--- src/rtl/multitap_word_entry.sv ---
// -----------------------------------------------------------------------------
// multitap_word_entry
//
// Phone-style multi-tap entry engine for the Hangman front end. Strobed 4x4
// keypad codes are turned into uppercase ASCII letters: repeated presses of a
// letter key cycle through its letters, a different letter key (or '*')
// commits the pending letter. Committed letters accumulate in a DEPTH-character
// word buffer with backspace ('B'), clear ('0') and whole-word submit ('#').
// 'C' ends the game; everything is then ignored until reset.
//
// Optional feature (compile-time macro MULTITAP_TIMEOUT_EN): an inactivity
// timer that auto-commits the pending letter after TIMEOUT idle cycles.
// Without the macro no timer hardware exists and TIMEOUT is ignored.
//
// Parameters
//   DEPTH    word buffer capacity in characters (>= 1)
//   TIMEOUT  idle cycles before auto-commit (>= 2, macro builds only)
//
// Ports
//   clk_i           system clock
//   rst_i           synchronous active-high reset, wins over strobe_i
//   strobe_i        one-cycle pulse, key_i valid this cycle
//   key_i           {row[3:0], col[3:0]}, each one-hot, R0/C0 = 4'b1000
//   preview_o       ASCII of the pending letter, 0 when nothing pending
//   tap_idx_o       tap position of the pending letter
//   letter_valid_o  one-cycle pulse on every commit
//   letter_o        last committed ASCII letter
//   word_len_o      characters in the live buffer
//   buf_full_o      word_len_o == DEPTH
//   word_valid_o    one-cycle pulse on word submit
//   word_out_o      last submitted word, char0 in [7:0], unused slots 0
//   word_out_len_o  length of word_out_o
//   game_end_o      sticky end-of-game flag
// -----------------------------------------------------------------------------
module multitap_word_entry #(
    parameter int DEPTH   = 8,
    parameter int TIMEOUT = 10_000_000
) (
    input  logic                       clk_i,
    input  logic                       rst_i,
    input  logic                       strobe_i,
    input  logic [7:0]                 key_i,
    output logic [7:0]                 preview_o,
    output logic [1:0]                 tap_idx_o,
    output logic                       letter_valid_o,
    output logic [7:0]                 letter_o,
    output logic [$clog2(DEPTH+1)-1:0] word_len_o,
    output logic                       buf_full_o,
    output logic                       word_valid_o,
    output logic [8*DEPTH-1:0]         word_out_o,
    output logic [$clog2(DEPTH+1)-1:0] word_out_len_o,
    output logic                       game_end_o
);

    localparam int            LW      = $clog2(DEPTH + 1);
    localparam logic [LW-1:0] DEPTH_L = LW'(DEPTH);

    typedef enum logic [1:0] {
        S_IDLE  = 2'd0,
        S_TAP   = 2'd1,
        S_ENDED = 2'd2
    } state_e;

    typedef enum logic [2:0] {
        K_NONE   = 3'd0,
        K_LETTER = 3'd1,
        K_SUBMIT = 3'd2,
        K_CLEAR  = 3'd3,
        K_WORD   = 3'd4,
        K_BACK   = 3'd5,
        K_END    = 3'd6
    } kind_e;

    // {valid, index}: index 0 corresponds to the 4'b1000 line.
    function automatic logic [2:0] onehot_pos(input logic [3:0] v);
        logic [2:0] r;
        case (v)
            4'b1000: r = 3'b100;
            4'b0100: r = 3'b101;
            4'b0010: r = 3'b110;
            4'b0001: r = 3'b111;
            default: r = 3'b000;
        endcase
        return r;
    endfunction

    // First letter of each letter group; group 0 is key '2', group 7 is key '9'.
    function automatic logic [7:0] letter_base(input logic [2:0] g);
        logic [7:0] r;
        case (g)
            3'd0:    r = 8'h41; // ABC
            3'd1:    r = 8'h44; // DEF
            3'd2:    r = 8'h47; // GHI
            3'd3:    r = 8'h4A; // JKL
            3'd4:    r = 8'h4D; // MNO
            3'd5:    r = 8'h50; // PQRS
            3'd6:    r = 8'h54; // TUV
            3'd7:    r = 8'h57; // WXYZ
            default: r = 8'h41;
        endcase
        return r;
    endfunction

    // Highest tap position: keys 7 and 9 carry four letters, the rest three.
    function automatic logic [1:0] tap_max(input logic [2:0] g);
        return ((g == 3'd5) || (g == 3'd7)) ? 2'd3 : 2'd2;
    endfunction

    function automatic logic [7:0] letter_ascii(input logic [2:0] g, input logic [1:0] t);
        return letter_base(g) + {6'd0, t};
    endfunction

    // Registered state and outputs
    state_e             state_q, state_d;
    logic [2:0]         group_q, group_d;
    logic [1:0]         tap_q, tap_d;
    logic [8*DEPTH-1:0] buf_q, buf_d;
    logic [LW-1:0]      len_q, len_d;
    logic [7:0]         preview_q, preview_d;
    logic [7:0]         letter_q, letter_d;
    logic               letter_valid_q, letter_valid_d;
    logic               buf_full_q, buf_full_d;
    logic               word_valid_q, word_valid_d;
    logic [8*DEPTH-1:0] word_out_q, word_out_d;
    logic [LW-1:0]      word_out_len_q, word_out_len_d;
    logic               game_end_q, game_end_d;

    // Decoded key and action strobes
    logic [2:0]         row_pos_s, col_pos_s;
    kind_e              kind_s;
    logic [2:0]         group_s;
    logic [7:0]         pend_char_s;
    logic               do_commit_s, do_submit_s, do_clear_s, do_back_s;
    logic               timer_clr_s, timer_tick_s, timer_exp_s;

    // Classify the raw keypad code into an action and, for letter keys, a group.
    always_comb begin
        row_pos_s = onehot_pos(key_i[7:4]);
        col_pos_s = onehot_pos(key_i[3:0]);
        kind_s    = K_NONE;
        group_s   = 3'd0;
        if (row_pos_s[2] && col_pos_s[2]) begin
            case ({row_pos_s[1:0], col_pos_s[1:0]})
                4'd1:    begin kind_s = K_LETTER; group_s = 3'd0; end // 2
                4'd2:    begin kind_s = K_LETTER; group_s = 3'd1; end // 3
                4'd4:    begin kind_s = K_LETTER; group_s = 3'd2; end // 4
                4'd5:    begin kind_s = K_LETTER; group_s = 3'd3; end // 5
                4'd6:    begin kind_s = K_LETTER; group_s = 3'd4; end // 6
                4'd7:    kind_s = K_BACK;                             // B
                4'd8:    begin kind_s = K_LETTER; group_s = 3'd5; end // 7
                4'd9:    begin kind_s = K_LETTER; group_s = 3'd6; end // 8
                4'd10:   begin kind_s = K_LETTER; group_s = 3'd7; end // 9
                4'd11:   kind_s = K_END;                              // C
                4'd12:   kind_s = K_SUBMIT;                           // *
                4'd13:   kind_s = K_CLEAR;                            // 0
                4'd14:   kind_s = K_WORD;                             // #
                default: kind_s = K_NONE;                             // 1, A, D
            endcase
        end else begin
            kind_s = K_NONE;
        end
    end

    // Next-state logic: pick the actions first, then apply them to the buffer
    // in order (commit before clear/backspace/submit) so '#' sees the letter.
    always_comb begin
        state_d        = state_q;
        group_d        = group_q;
        tap_d          = tap_q;
        buf_d          = buf_q;
        len_d          = len_q;
        letter_d       = letter_q;
        letter_valid_d = 1'b0;
        word_valid_d   = 1'b0;
        word_out_d     = word_out_q;
        word_out_len_d = word_out_len_q;
        game_end_d     = game_end_q;
        do_commit_s    = 1'b0;
        do_submit_s    = 1'b0;
        do_clear_s     = 1'b0;
        do_back_s      = 1'b0;
        timer_clr_s    = 1'b0;
        timer_tick_s   = 1'b0;
        pend_char_s    = letter_ascii(group_q, tap_q);

        case (state_q)
            S_IDLE: begin
                if (strobe_i) begin
                    case (kind_s)
                        K_LETTER: begin
                            state_d     = S_TAP;
                            group_d     = group_s;
                            tap_d       = 2'd0;
                            timer_clr_s = 1'b1;
                        end
                        K_CLEAR: do_clear_s  = 1'b1;
                        K_WORD:  do_submit_s = (len_q != {LW{1'b0}});
                        K_BACK:  do_back_s   = (len_q != {LW{1'b0}});
                        K_END: begin
                            state_d    = S_ENDED;
                            game_end_d = 1'b1;
                        end
                        default: state_d = state_q;
                    endcase
                end else begin
                    state_d = state_q;
                end
            end

            S_TAP: begin
                if (strobe_i && (kind_s != K_NONE)) begin
                    case (kind_s)
                        K_LETTER: begin
                            timer_clr_s = 1'b1;
                            if (group_s == group_q) begin
                                tap_d = (tap_q == tap_max(group_q)) ? 2'd0 : tap_q + 2'd1;
                            end else begin
                                do_commit_s = 1'b1;
                                group_d     = group_s;
                                tap_d       = 2'd0;
                            end
                        end
                        K_SUBMIT: begin
                            do_commit_s = 1'b1;
                            state_d     = S_IDLE;
                            tap_d       = 2'd0;
                        end
                        K_CLEAR: begin
                            do_clear_s = 1'b1;
                            state_d    = S_IDLE;
                            tap_d      = 2'd0;
                        end
                        K_WORD: begin
                            do_commit_s = 1'b1;
                            do_submit_s = 1'b1;
                            state_d     = S_IDLE;
                            tap_d       = 2'd0;
                        end
                        K_BACK: begin
                            state_d = S_IDLE;
                            tap_d   = 2'd0;
                        end
                        K_END: begin
                            state_d    = S_ENDED;
                            game_end_d = 1'b1;
                            tap_d      = 2'd0;
                        end
                        default: state_d = state_q;
                    endcase
                end else if (timer_exp_s) begin
                    // Inactivity expiry; an accepted strobe this cycle would have won.
                    do_commit_s = 1'b1;
                    state_d     = S_IDLE;
                    tap_d       = 2'd0;
                end else begin
                    timer_tick_s = 1'b1;
                end
            end

            S_ENDED: state_d = S_ENDED;

            default: begin
                state_d = S_IDLE;
                tap_d   = 2'd0;
            end
        endcase

        // Commit: the pulse always fires, the buffer only takes the char if room.
        if (do_commit_s) begin
            letter_d       = pend_char_s;
            letter_valid_d = 1'b1;
            if (len_q != DEPTH_L) begin
                buf_d[8*len_q +: 8] = pend_char_s;
                len_d               = len_q + LW'(1);
            end else begin
                len_d = len_q;
            end
        end else begin
            letter_valid_d = 1'b0;
        end

        if (do_clear_s) begin
            buf_d = {(8*DEPTH){1'b0}};
            len_d = {LW{1'b0}};
        end else if (do_back_s) begin
            buf_d[8*(len_q - LW'(1)) +: 8] = 8'd0;
            len_d                          = len_q - LW'(1);
        end else if (do_submit_s) begin
            word_out_d     = buf_d;
            word_out_len_d = len_d;
            buf_d          = {(8*DEPTH){1'b0}};
            len_d          = {LW{1'b0}};
            word_valid_d   = 1'b1;
        end else begin
            word_valid_d = 1'b0;
        end

        preview_d  = (state_d == S_TAP) ? letter_ascii(group_d, tap_d) : 8'd0;
        buf_full_d = (len_d == DEPTH_L);
    end

    // State and output registers; rst takes priority over any strobe.
    always_ff @(posedge clk_i) begin
        if (rst_i) begin
            state_q        <= S_IDLE;
            group_q        <= 3'd0;
            tap_q          <= 2'd0;
            buf_q          <= {(8*DEPTH){1'b0}};
            len_q          <= {LW{1'b0}};
            preview_q      <= 8'd0;
            letter_q       <= 8'd0;
            letter_valid_q <= 1'b0;
            buf_full_q     <= 1'b0;
            word_valid_q   <= 1'b0;
            word_out_q     <= {(8*DEPTH){1'b0}};
            word_out_len_q <= {LW{1'b0}};
            game_end_q     <= 1'b0;
        end else begin
            state_q        <= state_d;
            group_q        <= group_d;
            tap_q          <= tap_d;
            buf_q          <= buf_d;
            len_q          <= len_d;
            preview_q      <= preview_d;
            letter_q       <= letter_d;
            letter_valid_q <= letter_valid_d;
            buf_full_q     <= buf_full_d;
            word_valid_q   <= word_valid_d;
            word_out_q     <= word_out_d;
            word_out_len_q <= word_out_len_d;
            game_end_q     <= game_end_d;
        end
    end

`ifdef MULTITAP_TIMEOUT_EN
    localparam int            TW   = (TIMEOUT > 1) ? $clog2(TIMEOUT) : 1;
    localparam logic [TW-1:0] TMAX = TW'(TIMEOUT - 1);

    logic [TW-1:0] timer_q, timer_d;

    // Idle counter: restarts on an accepted letter key, counts while a letter waits.
    always_comb begin
        if (timer_clr_s) begin
            timer_d = {TW{1'b0}};
        end else if (timer_tick_s) begin
            timer_d = timer_q + TW'(1);
        end else begin
            timer_d = timer_q;
        end
    end

    // Idle counter register.
    always_ff @(posedge clk_i) begin
        if (rst_i) begin
            timer_q <= {TW{1'b0}};
        end else begin
            timer_q <= timer_d;
        end
    end

    assign timer_exp_s = (timer_q == TMAX);
`else
    logic unused_timer_s;

    // Without the timer a pending letter waits for an explicit key.
    assign timer_exp_s    = 1'b0;
    assign unused_timer_s = timer_clr_s ^ timer_tick_s ^ (TIMEOUT > 0);
`endif

    assign preview_o      = preview_q;
    assign tap_idx_o      = tap_q;
    assign letter_valid_o = letter_valid_q;
    assign letter_o       = letter_q;
    assign word_len_o     = len_q;
    assign buf_full_o     = buf_full_q;
    assign word_valid_o   = word_valid_q;
    assign word_out_o     = word_out_q;
    assign word_out_len_o = word_out_len_q;
    assign game_end_o     = game_end_q;

endmodule

--- config.mk ---
export PLATFORM = sky130hd
export DESIGN_NAME = multitap_word_entry
export DESIGN_NICKNAME = d
export VERILOG_FILES = /design/src/rtl/multitap_word_entry.sv
export SDC_FILE = /design/constraint.sdc
export NUM_CORES = 1
export LEC_CHECK = 0
export ABC_AREA = 1
export ABC_CLOCK_PERIOD_IN_PS = 10300
export BUFFER_PORTS_ARGS = -buffer_cell sky130_fd_sc_hd__buf_2
export CAP_MARGIN = 20
export CORE_MARGIN = 1
export CORE_UTILIZATION = 27
export CTS_CLUSTER_DIAMETER = 60
export CTS_CLUSTER_SIZE = 28
export DETAILED_ROUTE_END_ITERATION = 6
export SLEW_MARGIN = 20
export SYNTH_ARGS = -nofsm -noshare
export SYNTH_HDL_FRONTEND = slang
export SYNTH_SLANG_ARGS = --single-unit
--- constraint.sdc ---
create_clock -name clk_i -period 10.3 [get_ports clk_i]
set_clock_uncertainty 0.05 [all_clocks]
set_input_delay 0.515 -clock clk_i [delete_from_list [all_inputs] [get_ports clk_i]]
set_output_delay 0.515 -clock clk_i [all_outputs]
set_load 0.01 [all_outputs]
==> results.md <==
- Run status: complete, no violations
- Slowest stage cell on the critical path: o21ai_1
- Synth warn: 0
- NumNets Final: 1,309
- CP Class: flip-flop to flip-flop
- Pins Over Slew Limit: 0
- Io pins: 105
- First-pass GRT wire length: 36.8 mm
- Total grt overflow: 0
- Clock tree sinks: 166
- 1st-iter DRT viols: 483
- Initial core utilization: 27.5%
- CTS clk-pin slew, worst paths: 60 ps
- Yosys reg bits: 166
- RSZ-0062 raised after global routing: false
- Core Area: 29,600 sq um
- WL final: 22.7 mm
- Worst-path fanout max: 13
- Setup Fix Bufs, Post-CTS: 0
- HPWL Detailed: 17.0 mm
- DRT Pass-1 Iters: 5
- Synth Cell Area: 8140 sq um
- Hold WS: 391 ps
- Ant diodes: 0
- Worst VDD drop: 0.0755 mV
- Power Density: 136 nW/um^2
- PostCTS Resize Cnt: 0
- Worst Tran Pin Value: 1010 ps
- Instance count on the critical path: 16
- Register area share after synthesis: 40.8%
- Final Wtd Congestion: 0.883
- FF/Latch Area: 3320 sq um
- Htree depth: 4
- CTS max path bufs: 2
- Crit path DAT: 5030 ps
- Fin crit period: 4790 ps
- Horiz. Die Dim: 176 microns
- Root Buffer: clkbuf_16
- # hold bufs at CTS: 0
- Antenna-violating nets left: 0
- Hold path depth: 2
- CTS tree: done
- Crit share post-route: 46.5%
- Via density: 4.47
- Area of the multi-input gates: 3920 sq um
- Max Fclk: 0.209 GHz
- Die Height: 176 microns
- Normalized max-slew margin: 32.8%
- Input/output buffers: 102
- Num CTS Buffers: 17
- Worst Path Required: 10,530 ps
- Largest net degree at the start of global routing: 57
- Global Route Usage Sum: 15.2%
- Vias in the first global route: 7,082
- Cells after Synth: 1,178
- Startpoint Class: flip-flop
- Total Neg Setup Slack: 0 ps
- Hold Crit Class: flip-flop to flip-flop
- Area grow syn2layout: 18.0%
- Wire length per cell: 13.6 microns
- Share of post-route cells with drive strength above 1: 14.3%
- Worst-Skew Late Latency: 430 ps
- Crit end category: flip-flop
- Initial antenna violation count: 0
- # Max-Cap Violations: 0
- Library cells used by synthesis: 40
- Via count: 7,486
- Slowest stage delay, CP: 670 ps
- Crit-path leading delay family: simple AND/OR/NAND/NOR gates
- Crit path cell chain: inv_1 -> ha_1 -> xnor2_1 -> inv_2 -> nor2_1 -> inv_1 -> nor2_1 -> inv_1 -> ha_1 -> nor4_1 -> nand4_1 -> a21o_1 -> nor2_1 -> nand3_1 -> o21ai_1 -> nor3_1
- FP Rows: 63
- Buf+Inv Stages, Crit Path: 4
- Static leakage: 0.00453 uW
- Syn avg cell area: 6.91 sq um
- Final setup violation count: 0
- Reg2Reg Depth: 16
- Die area: 30,800 sq um
- Drc violations: 0
- Fill count: 3,214
- Final-report hold violation count: 0
per-stage QoR:
step                area (sq um)  total power [uW]  utilization (%)  setup WS (ps)  instances
floorplan                   8150               677                -           6390       1180
global placement            9030               687             30.5           5800       1642
detailed placement          9030               687             30.5           5630       1642
CTS                         9610              1320             32.4           5600       1673
global route                9610              1350             32.4           5040       1673
finish                      9610              1310             32.4           5510       1673
worst reg2reg max path, stage by stage (launching register included):
cell,delay [ps]
dfxtp_1,620
inv_1,340
ha_1,320
xnor2_1,570
inv_2,180
nor2_1,140
inv_1,60
nor2_1,210
inv_1,80
ha_1,300
nor4_1,280
nand4_1,140
a21o_1,220
nor2_1,220
nand3_1,170
o21ai_1,670
nor3_1,100
power breakdown:
| part | switching [uW] | leakage, uW | internal, uW | total, uW |
|---|---|---|---|---|
| clock network | 278 | 0.000281 | 358 | 636 |
| registers | 0.107 | 0.00134 | 642 | 642 |
| logic | 23.3 | 0.00292 | 6.94 | 30.2 |
sequential cells by signal, summed over array words and instances, names as in the netlist, 2 cells and up, named ones only:
register and cells:
group_q 3, word_out_o 64, word_len_o 4, buf_q 64, word_out_len_o 4, preview_o 7, letter_o 7, tap_idx_o 2
state_q 2
final timing paths:
path	startpoint	end	slack [ps]
max	word_len_o[0]	buf_q[47]	5510
min	buf_q[31]	buf_q[31]	390
max reg2reg	word_len_o[0]	buf_q[47]	5510
min reg2reg	buf_q[31]	buf_q[31]	390
layer usage:
metal	wire length [microns]	vias to the layer above	share of wire, %	GRT usage, %
li1	-	3918	-	-
met1	11100	3340	49	20.5
met2	9710	197	43	22.9
met3	1510	31	6.6	4.50
met4	389	0	1.7	5.22
met5	0	-	0	0
synthesized netlist by cell type (all sizes together):
library cell	number	area [sq um]
a21o	2	15.0
buf	17	91.3
o211ai	31	243
o311ai	2	42.6
o22ai	4	25.0
a211oi	4	30.0
dfxtp	166	3320
xnor2	2	17.5
nand4	19	119
nor2	202	820
clkinv	2	7.51
o21ai	59	303
nand3	94	495
mux2i	1	10.0
conb	1	3.75
inv	200	751
a22oi	3	22.5
nor4	4	31.3
ha	25	313
nor3	13	80.1
xor2	6	52.6
fa	2	40.0
nand2	245	955
clkbuf	17	63.8
a21oi	57	285
layout make-up:
cell class	count	area share, %
timing repair buffer	106	5.63
sequential	166	34.6
tap	390	5.08
clock inverter	10	1.16
inverter	202	7.89
clock buffer	21	4.90
multi-input combinational	778	40.8
kinds of logic after synthesis:
family / count (synthesis) / synth area share [%]
simple gates: 577 / 30.7
buf+inv: 236 / 11.2
flops: 166 / 40.8
compound gates: 162 / 11.9
fa+ha+maj: 27 / 4.34
xor+xnor: 8 / 0.861
other cells: 1 / 0.0461
mux: 1 / 0.123
placed cells by master, fill, tap and decap left out, drive strengths merged:
cell	synthesis	final
clkbuf	17	21
clkinvlp	0	2
bufinv	0	1
nor2	202	202
nor3	13	13
xnor2	2	2
fa	2	2
conb	1	3
inv	200	206
o311ai	2	2
mux2i	1	1
nand4	19	19
nand3	94	94
a22oi	3	3
a211oi	4	4
o211ai	31	31
buf	17	106
dfxtp	166	166
ha	25	25
o22ai	4	4
nor4	4	4
clkinv	2	3
a21oi	57	57
nand2	245	245
xor2	6	6
a21o	2	2
o21ai	59	59
(Power assumes the default switching activity.)
